===== config.mk =====
export PLATFORM = sky130hd
export DESIGN_NAME = mem_arbiter
export DESIGN_NICKNAME = d
export VERILOG_FILES = /design/src/rtl/mem_arbiter.sv
export SDC_FILE = /design/constraint.sdc
export NUM_CORES = 1
export LEC_CHECK = 0
export ABC_AREA = 1
export CAP_MARGIN = 10
export CORE_UTILIZATION = 25
export CTS_CLUSTER_SIZE = 14
export DETAILED_ROUTE_END_ITERATION = 8
export GPL_TIMING_DRIVEN = 0
export PLACE_DENSITY_LB_ADDON = 0.25
export SLEW_MARGIN = 20
export SYNTH_ARGS = -nofsm -noshare
export SYNTH_HDL_FRONTEND = slang
export SYNTH_SLANG_ARGS = --single-unit
export TNS_END_PERCENT = 5

===== constraint.sdc =====
create_clock -name clk -period 7.05 [get_ports clk]
set_clock_uncertainty 0.15 [all_clocks]
set_input_delay 1.41 -clock clk [delete_from_list [all_inputs] [get_ports clk]]
set_output_delay 1.41 -clock clk [all_outputs]
set_load 0.02 [all_outputs]

===== src/rtl/mem_arbiter.sv =====
// Two-requester SRAM arbiter: instruction fetch and MEM-stage load/store share one
// single-port SRAM. MEM has priority; each access runs IDLE -> ACCESS -> DONE.
module mem_arbiter #(
  parameter int ADDR_W    = 18,
  parameter int SRAM_WAIT = 2
) (
  input  logic              clk,
  input  logic              rst,
  input  logic              if_req,
  input  logic [31:0]       if_addr,
  output logic [31:0]       if_rdata,
  output logic              if_ready,
  input  logic              mem_r_en,
  input  logic              mem_w_en,
  input  logic [31:0]       mem_addr,
  input  logic [31:0]       mem_wdata,
  output logic [31:0]       mem_rdata,
  output logic              mem_ready,
  output logic              if_stall,
  output logic              mem_stall,
  output logic              sram_cs,
  output logic              sram_we,
  output logic [ADDR_W-1:0] sram_addr,
  output logic [31:0]       sram_wdata,
  input  logic [31:0]       sram_rdata
);

  typedef enum logic [1:0] {
    S_IDLE   = 2'd0,
    S_ACCESS = 2'd1,
    S_DONE   = 2'd2
  } state_t;

  state_t              state_q, state_d;
  logic [3:0]          cnt_q, cnt_d;
  logic [ADDR_W-1:0]   addr_q, addr_d;
  logic [31:0]         wdata_q, wdata_d;
  logic                we_q, we_d;
  logic                gnt_mem_q, gnt_mem_d;
  logic                cs_q, cs_d;
  logic                sram_we_q, sram_we_d;
  logic [31:0]         if_rdata_q, if_rdata_d;
  logic [31:0]         mem_rdata_q, mem_rdata_d;
  logic                if_ready_q, if_ready_d;
  logic                mem_ready_q, mem_ready_d;

  // Byte-offset and high address bits never reach the word-addressed SRAM.
  logic unused_addr_bits_s;
  assign unused_addr_bits_s = ^{if_addr[1:0], if_addr[31:ADDR_W+2],
                                mem_addr[1:0], mem_addr[31:ADDR_W+2]};

  // Next-state, capture and registered-output logic.
  always_comb begin
    state_d     = state_q;
    cnt_d       = cnt_q;
    addr_d      = addr_q;
    wdata_d     = wdata_q;
    we_d        = we_q;
    gnt_mem_d   = gnt_mem_q;
    if_rdata_d  = if_rdata_q;
    mem_rdata_d = mem_rdata_q;
    cs_d        = 1'b0;
    sram_we_d   = 1'b0;
    if_ready_d  = 1'b0;
    mem_ready_d = 1'b0;
    case (state_q)
      S_IDLE: begin
        if (mem_r_en || mem_w_en) begin
          // A simultaneous read+write request is performed as a store.
          addr_d    = mem_addr[ADDR_W+1:2];
          wdata_d   = mem_wdata;
          we_d      = mem_w_en;
          gnt_mem_d = 1'b1;
          cnt_d     = 4'(SRAM_WAIT);
          cs_d      = 1'b1;
          sram_we_d = mem_w_en;
          state_d   = S_ACCESS;
        end else if (if_req) begin
          addr_d    = if_addr[ADDR_W+1:2];
          we_d      = 1'b0;
          gnt_mem_d = 1'b0;
          cnt_d     = 4'(SRAM_WAIT);
          cs_d      = 1'b1;
          sram_we_d = 1'b0;
          state_d   = S_ACCESS;
        end else begin
          state_d = S_IDLE;
        end
      end
      S_ACCESS: begin
        if (cnt_q == 4'd0) begin
          state_d     = S_DONE;
          mem_ready_d = gnt_mem_q;
          if_ready_d  = ~gnt_mem_q;
          if (!we_q && gnt_mem_q) begin
            mem_rdata_d = sram_rdata;
          end else if (!we_q) begin
            if_rdata_d = sram_rdata;
          end else begin
            mem_rdata_d = mem_rdata_q;
          end
        end else begin
          cnt_d     = cnt_q - 4'd1;
          cs_d      = 1'b1;
          sram_we_d = we_q;
        end
      end
      S_DONE: begin
        state_d = S_IDLE;
      end
      default: begin
        state_d = S_IDLE;
      end
    endcase
  end

  // State and output registers; reset abandons any in-flight access.
  always_ff @(posedge clk or posedge rst) begin
    if (rst) begin
      state_q     <= S_IDLE;
      cnt_q       <= 4'd0;
      addr_q      <= '0;
      wdata_q     <= 32'd0;
      we_q        <= 1'b0;
      gnt_mem_q   <= 1'b0;
      cs_q        <= 1'b0;
      sram_we_q   <= 1'b0;
      if_rdata_q  <= 32'd0;
      mem_rdata_q <= 32'd0;
      if_ready_q  <= 1'b0;
      mem_ready_q <= 1'b0;
    end else begin
      state_q     <= state_d;
      cnt_q       <= cnt_d;
      addr_q      <= addr_d;
      wdata_q     <= wdata_d;
      we_q        <= we_d;
      gnt_mem_q   <= gnt_mem_d;
      cs_q        <= cs_d;
      sram_we_q   <= sram_we_d;
      if_rdata_q  <= if_rdata_d;
      mem_rdata_q <= mem_rdata_d;
      if_ready_q  <= if_ready_d;
      mem_ready_q <= mem_ready_d;
    end
  end

  assign sram_cs    = cs_q;
  assign sram_we    = sram_we_q;
  assign sram_addr  = addr_q;
  assign sram_wdata = wdata_q;
  assign if_rdata   = if_rdata_q;
  assign mem_rdata  = mem_rdata_q;
  assign if_ready   = if_ready_q;
  assign mem_ready  = mem_ready_q;
  assign if_stall   = if_req & ~if_ready_q;
  assign mem_stall  = (mem_r_en | mem_w_en) & ~mem_ready_q;

endmodule


Word-level counts from Yosys, hierarchy flattened
Cells that the tools add are included.
{"block": "totals", "regBits": 126, "latch_bits": 0, "ram_bits": 0, "romBits": 0, "output_inout_bits": 120, "wordCells": 61, "n_memories": 0}
{"block": "classes", "add_sub_neg": 1, "multipliers": 0, "div_mod_pow": 0, "order_cmp": 0, "n_eq_ne": 4, "n_shift": 0, "mux": 24, "bitwise": 8, "n_reduce_logical": 12}
{"op": "18-bit 2-to-1 mux", "n": 2}
{"op": "1-bit 2-to-1 mux", "n": 14}
{"op": "4-bit 2-to-1 mux", "n": 3}
{"op": "4-bit one-hot mux with 2 select lines", "n": 1}
{"op": "3-bit AND reduction", "n": 2}
{"op": "1-bit inverter", "n": 5}
{"op": "4-bit zero test", "n": 1}
{"op": "2-bit inequality test, second input constant", "n": 2}
{"op": "1-bit one-hot mux with 2 select lines", "n": 2}
{"op": "2-bit one-hot mux with 2 select lines", "n": 1}
{"op": "2-bit AND reduction", "n": 2}
{"op": "4-bit AND reduction", "n": 1}
{"op": "2-bit nonzero test", "n": 2}
{"op": "4-bit by 1-bit subtractor with 4-bit output, second input constant", "n": 1}
{"op": "3-bit inequality test, second input constant", "n": 1}
{"op": "1-bit AND", "n": 2}
{"op": "2-bit by 1-bit equality test with 1-bit output, second input constant", "n": 1}
{"op": "2-bit zero test", "n": 1}
{"op": "2-bit 2-to-1 mux", "n": 1}
{"op": "1-bit logical AND", "n": 1}
{"op": "1-bit zero test", "n": 1}
{"op": "1-bit logical OR", "n": 1}
{"op": "1-bit bitwise OR", "n": 1}

Logic depth before layout (Yosys ltp)
Gate-level depths: netlist of run 1.
{"block": "logic_depth", "word_depth": 4, "depth_mapped": 8, "mapped_depth_nobuf": 7}

Worst setup path before layout of run 1
Ideal clock, no wire load.
{"block": "synth_path", "path_kind": "input-to-output", "startpoint": "input port mem_w_en", "endpoint": "output port mem_stall", "arrival_time_ns": 2.181, "required_ns": 5.490, "setup_slack_ns": 3.309, "stages": 5, "cell_sequence": "inv_1 > nand2_1 > inv_2 > buf_2 > nor2_1"}
{"block": "synth_via", "elab_chain_cells": 2}
{"element": "start, declared", "line": "14", "text": "input logic mem_w_en,"}
{"element": "1-bit bitwise OR", "line": "157", "text": "assign mem_stall = (mem_r_en | mem_w_en) & ~mem_ready_q;"}
{"element": "1-bit AND", "line": "157"}
{"element": "end, declared", "line": "20", "text": "output logic mem_stall,"}
Every way passes these cells.

Final worst setup path of run 1
Same ends and word-level chain as after synthesis.

==> results of run 1 <==
## registers in the layout, summed over array words and instances, names as in the netlist
register / cells
cnt_q: 4
if_ready: 1
sram_we: 1
sram_cs: 1
if_rdata: 32
gnt_mem_q: 1
mem_ready: 1
state_q: 2
sram_wdata: 32
we_q: 1
sram_addr: 18
mem_rdata: 32
## routing by layer
metal  part of all wire  vias up
li1                   -     2283
met1               0.43     2114
met2               0.45      166
met3               0.11       13
met4              0.012        0
met5                  0        -
## layout by cell type (no fill, tap or decap), types with 4 or more instances in the layout
cell / instances
nor2_1: 13
clkinvlp_4: 5
nand2_1: 250
o21ai_1: 64
clkbuf_16: 17
clkdlybuf4s50_1: 224
buf_1: 4
inv_1: 43
buf_2: 11
clkbuf_1: 13
o21ai_0: 6
nand3_1: 33
dfrtp_1: 126
## per-stage QoR
step,total power [mW],area (um2),std cells
2_1_floorplan,2.26,5040,576
3_3_place_gp,3.20,7610,1065
3_5_place_dp,3.22,7650,1066
4_1_cts,4.17,8270,1098
5_1_grt,4.39,8270,1098
6_report,4.11,8270,1098
## report_power, final
part | total (mW) | internal [mW] | switching, mW
Sequential | 1.28 | 1.09 | 0.191
Combinational | 1.91 | 0.852 | 1.05
Clock | 0.925 | 0.586 | 0.339
## kinds of logic (layout without fill, tap and decap cells)
group / after synthesis / after routing / share of synthesized area
AO/OA/AOI/OAI: 71 / 71 / 0.0713
AND/OR/NAND/NOR: 301 / 301 / 0.237
XOR/XNOR: 1 / 1 / 0.00174
buffers and inverters: 75 / 332 / 0.0586
adder cells (fa/ha/maj): 2 / 2 / 0.00497
flip-flops: 126 / 126 / 0.626
## critical path: cells and delay by family
kind / cells / cell delay, ns
buf+inv: 5 / 1.50
simple gates: 2 / 0.36
## how the worst min path moves through the flow
stage,startpoint,end,slack [ns],depth (start not counted)
after floorplan,gnt_mem_q$_DFFE_PP0P_,if_ready$_DFF_PP0_,0.28,1
after global placement,sram_wdata[19]$_DFFE_PP0P_,sram_wdata[19]$_DFFE_PP0P_,0.30,2
after detailed placement,sram_wdata[15]$_DFFE_PP0P_,sram_wdata[15]$_DFFE_PP0P_,0.31,2
after CTS,sram_wdata[5]$_DFFE_PP0P_,sram_wdata[5]$_DFFE_PP0P_,0.32,2
after global routing,sram_wdata[7]$_DFFE_PP0P_,sram_wdata[7]$_DFFE_PP0P_,0.34,2
final,sram_wdata[15]$_DFFE_PP0P_,sram_wdata[15]$_DFFE_PP0P_,0.32,2
## cell type report
cell class,instances,area (um2),area share
flip-flops and latches,126,3150,0.381
clock buffers,20,467,0.0564
clock inverters,12,159,0.0192
inverters,47,184,0.0222
multi-input cells,375,1590,0.192
repair buffers,225,2270,0.274
plain buffers,28,119,0.0144
well taps,265,332,0.0401
==> impl_metrics.tcl, run 1 <==
set metrics [dict create \
    ys_warn_count 0 \
    cp.arrival_ns 3.28 \
    die-area_mm2 0.0207 \
    grt_pass1_wl_um 23900 \
    crit_fanout 10 \
    detail_route.wl_per_cell_um 13.8 \
    syn_area_per_cell_um2 8.75 \
    min_period_over_period 0.687 \
    synth_ff_type "dfrtp_1" \
    clk_latency_ns 0.42 \
    initial_core_util 0.257 \
    path_class "input port to output pin" \
    synth.most_common_cell "nand2_1" \
    regToRegSetupSlack_ns 5.07 \
    synthTopCellsByCount "250 x nand2_1, 126 x dfrtp_1, 64 x o21ai_1" \
    slowest_delay_ns 0.60 \
    cts_num_sinks 126 \
    core_mm2 0.0196 \
    timing.rr.start "cnt_q[0]$_DFFE_PP0P_" \
    antenna_cells 0 \
    async_flop_share 1.00 \
    io_pins 253 \
    cts_buffers 17 \
    layout-drive-gt1-share 0.0636 \
    final_core_util 0.422 \
    grt_max_degree 73 \
    period_needed_ns 4.84 \
    io_buffers 224 \
    use_met2 0.236 \
    cts_resized 0 \
    synth.ff_latch_count 126 \
    worstMarginPinSlew_ns 0.590 \
    synth_area_leaders "dfrtp_1 63%, nand2_1 19%, o21ai_1 6.4%, inv_1 3.3%, nand3_1 3.3%" \
    dieWidth_um 144 \
    synthCells 576 \
    antenna_found_initial 0 \
    ys_types 18 \
    firstDrtPassIters 5 \
    pre_cts_ws_ns 2.17 \
    cts_max_level 4 \
    finalWirelength_um 15200 \
    num_rows 51 \
    r2r_end "mem_rdata[21]$_DFFE_PP0P_" \
    r2r_cells 8 \
    cts_max_path_buffers 2 \
    vias 4576 \
    met3_usage 0.0753 \
    powerDensity_mw_per_mm2 497 \
    seq_area_frac_synth 0.626 \
    hold_ws_ns 0.316 \
    route.detailed.drc 0 \
    ctsHoldBuffers 0 \
    grt_use_total 0.152 \
    top_usage_layer "met2" \
    vias_per_cell 4.17 \
    grt_pass1_vias 4633 \
    nFillCells 1984 \
    synth_top_area_frac 0.626 \
    path_cells "clkdlybuf4s50_1 > inv_1 > nand2_1 > inv_2 > buf_2 > nor2_1 > clkdlybuf4s50_1" \
    die_h_um 144 \
    slew_viol_final 0 \
    critPathRequiredTime_ns 5.49 \
    finalSetupViolations 0 \
    outcome "complete, no violations" \
    crit_end "mem_stall" \
    setup.worst_path.start "mem_w_en" \
    synth_edf_count 0 \
    leakagePower_nw 3.99 \
    place_congestion 0.718 \
    synthesis.area_mm2 0.00504 \
    timing.fmax_ghz 0.207 \
    vdd_drop_max_mv 0.241 \
    drv_cap 0 \
    fin_nets 955 \
    rsz0062_at_grt "no" \
    synth_area_leader_cell "dfrtp_1" \
    cts_setup_buffers 0 \
    timing.final.ws_setup_ns 2.21 \
    endpoint_kind "output pin" \
    cp-start-kind "input port" \
    relSlewSlack 0.607 \
    clk_pin_slew_ns 0.06 \
    postRouteAntennaNets 0 \
    area_growth_pct 64.2 \
    root_buffer "clkbuf_16" \
    grt-ovfl-total 0 \
    finalSetupTns_ns 0 \
    grt.met1_usage 0.181 \
    cts_tree "yes" \
    mappedNetlistNets 711 \
    worst_hold_path_type "register to register" \
    drt_iter0_drc 156 \
    crit_path_frequent_cell "clkdlybuf4s50_1" \
    place_hpwl_um 10700 \
    crit_slowest_cell "clkdlybuf4s50_1" \
    hold_viol 0 \
]
No activity file was read; power rests on OpenSTA's default activity.
==> run 2, diff against run 1 <==
- clock period: 7.05 -> 4.3 ns (I/O delays scaled with it)
==> run 2 against run 1 <==
  * Register-to-register slack got worse by 2.7 ns
  * Critical path depth unchanged
  * Sequential share of layout area increased by 0.069 points
  * First-iteration DRC count increased by 42%
  * Utilization decreased by 0.077 points
  * Design area decreased by 0.18%
  * Worst hold slack got worse by 0.014 ns
  * Critical path type unchanged
==> impl_metrics.tcl, run 2 (synthesis gave the netlist of run 1 again) <==
set metrics [dict create \
    path_cells "clkdlybuf4s50_1 > inv_1 > nand2_1 > inv_2 > buf_2 > nor2_1 > clkdlybuf4s50_1" \
    wl_met2_um 6690 \
    final_cell_mix "250 x nand2_1, 224 x clkdlybuf4s50_1, 126 x dfrtp_1" \
    grt_pass1_wl_um 23900 \
    cts_resized 0 \
    cts_max_path_buffers 2 \
    min_period_over_period 0.882 \
    cp.arrival_ns 2.78 \
    crit_end "mem_stall" \
    cts_num_sinks 126 \
    drt-met1-wl_um 6460 \
    pwr-share-clk 0.208 \
    route.met3.wl_um 1670 \
    r2r_end "mem_rdata[21]$_DFFE_PP0P_" \
    worst_hold_path_type "register to register" \
    vdd_drop_max_mv 0.371 \
    cts_setup_buffers 0 \
    timing.rr.start "cnt_q[0]$_DFFE_PP0P_" \
    place_hpwl_um 10900 \
    grt_pass1_vias 4585 \
    io_pins 253 \
    final_common_cell "nand2_1" \
    postRouteAntennaNets 0 \
    relSlewSlack 0.635 \
    die-area_mm2 0.0207 \
    grt-ovfl-total 0 \
    cts_buffers 17 \
    antenna_found_initial 0 \
    io_buffers 224 \
    finalWirelength_um 15000 \
    critPathRequiredTime_ns 3.29 \
    core_mm2 0.0196 \
    finalSetupViolations 0 \
    timing.fmax_ghz 0.264 \
    place_congestion 0.740 \
    r2r_cells 8 \
    rsz0062_at_grt "no" \
    crit_path_frequent_cell "clkdlybuf4s50_1" \
    crit_fanout 10 \
    powerDensity_mw_per_mm2 798 \
    dieWidth_um 144 \
    comb_power_share 0.474 \
    cts_tree "yes" \
    fin_nets 958 \
    crit_slowest_cell "clkdlybuf4s50_1" \
    slowest_delay_ns 0.61 \
    worstMarginPinSlew_ns 0.547 \
    finalSetupTns_ns 0 \
    swShare 0.396 \
    clk_latency_ns 0.42 \
    vias 4562 \
    cts_max_level 4 \
    setup.worst_path.start "mem_w_en" \
    endpoint_kind "output pin" \
    die_h_um 144 \
    period_needed_ns 3.79 \
    grt_max_degree 33 \
    grt_use_total 0.152 \
    slew_viol_final 0 \
    leakagePower_nw 3.99 \
    vias_per_cell 4.14 \
    ctsHoldBuffers 0 \
    clk_pin_slew_ns 0.06 \
    power_switching_mw 2.61 \
    hold_viol 0 \
    antenna_cells 0 \
    hold_ws_ns 0.303 \
    cp-start-kind "input port" \
    internal_power_mw 3.98 \
    drv_cap 0 \
    layout-drive-gt1-share 0.0670 \
    detail_route.wl_per_cell_um 13.7 \
    firstDrtPassIters 4 \
    regToRegSetupSlack_ns 2.34 \
    outcome "complete, no violations" \
    num_rows 51 \
    drt_iter0_drc 221 \
    area_growth_pct 63.9 \
    initial_core_util 0.257 \
    route.detailed.drc 0 \
    top_layer "met4" \
    path_class "input port to output pin" \
    p_seq_frac 0.318 \
    root_buffer "clkbuf_16" \
]
[run 2: through the flow]
step	power, mW	instances	setup WS (ns)	instance area (um2)	utilization
floorplan	3.70	576	1.66	5040	-
global placement	5.24	1065	0.405	7610	0.389
detailed placement	5.27	1069	0.462	7690	0.393
CTS	6.69	1101	0.457	8260	0.421
global route	7.07	1101	0.322	8260	0.421
finish	6.59	1101	0.509	8260	0.421
[run 2: per-layer routing]
layer  global-route usage  vias up
li1                     -     2292
met1                0.180     2094
met2                0.237      159
met3               0.0723       17
met4               0.0594        0
met5                    0        -
[run 2: cell type report]
cell class	instances	area [um2]
Tap cell	265	332
Clock inverter	15	136
Multi-Input combinational cell	375	1590
Inverter	47	180
Buffer	28	119
Fill cell	1957	11300
Sequential cell	126	3150
Clock buffer	17	425
Timing Repair Buffer	228	2320
[run 2: power by group through the flow]
stage          Clock [mW]  Sequential (mW)  Combinational [mW]
2_1_floorplan           0             2.77               0.929
3_3_place_gp            0             2.09                3.15
3_5_place_dp            0             2.10                3.17
4_1_cts              1.41             2.10                3.18
5_1_grt              1.46             2.18                3.43
6_report             1.37             2.09                3.12
[run 2: critical path: cells and delay by family]
family	cells	cell delay, ns
AND/OR/NAND/NOR	2	0.39
buffers and inverters	5	1.52
[run 2: worst min path at each step]
stage                          startpoint                         end  cells after the start
2_1_floorplan       gnt_mem_q$_DFFE_PP0P_          if_ready$_DFF_PP0_                      1
3_3_place_gp        gnt_mem_q$_DFFE_PP0P_          if_ready$_DFF_PP0_                      1
3_5_place_dp        gnt_mem_q$_DFFE_PP0P_          if_ready$_DFF_PP0_                      1
4_1_cts             gnt_mem_q$_DFFE_PP0P_          if_ready$_DFF_PP0_                      1
5_1_grt        sram_wdata[18]$_DFFE_PP0P_  sram_wdata[18]$_DFFE_PP0P_                      2
6_report            gnt_mem_q$_DFFE_PP0P_          if_ready$_DFF_PP0_                      1
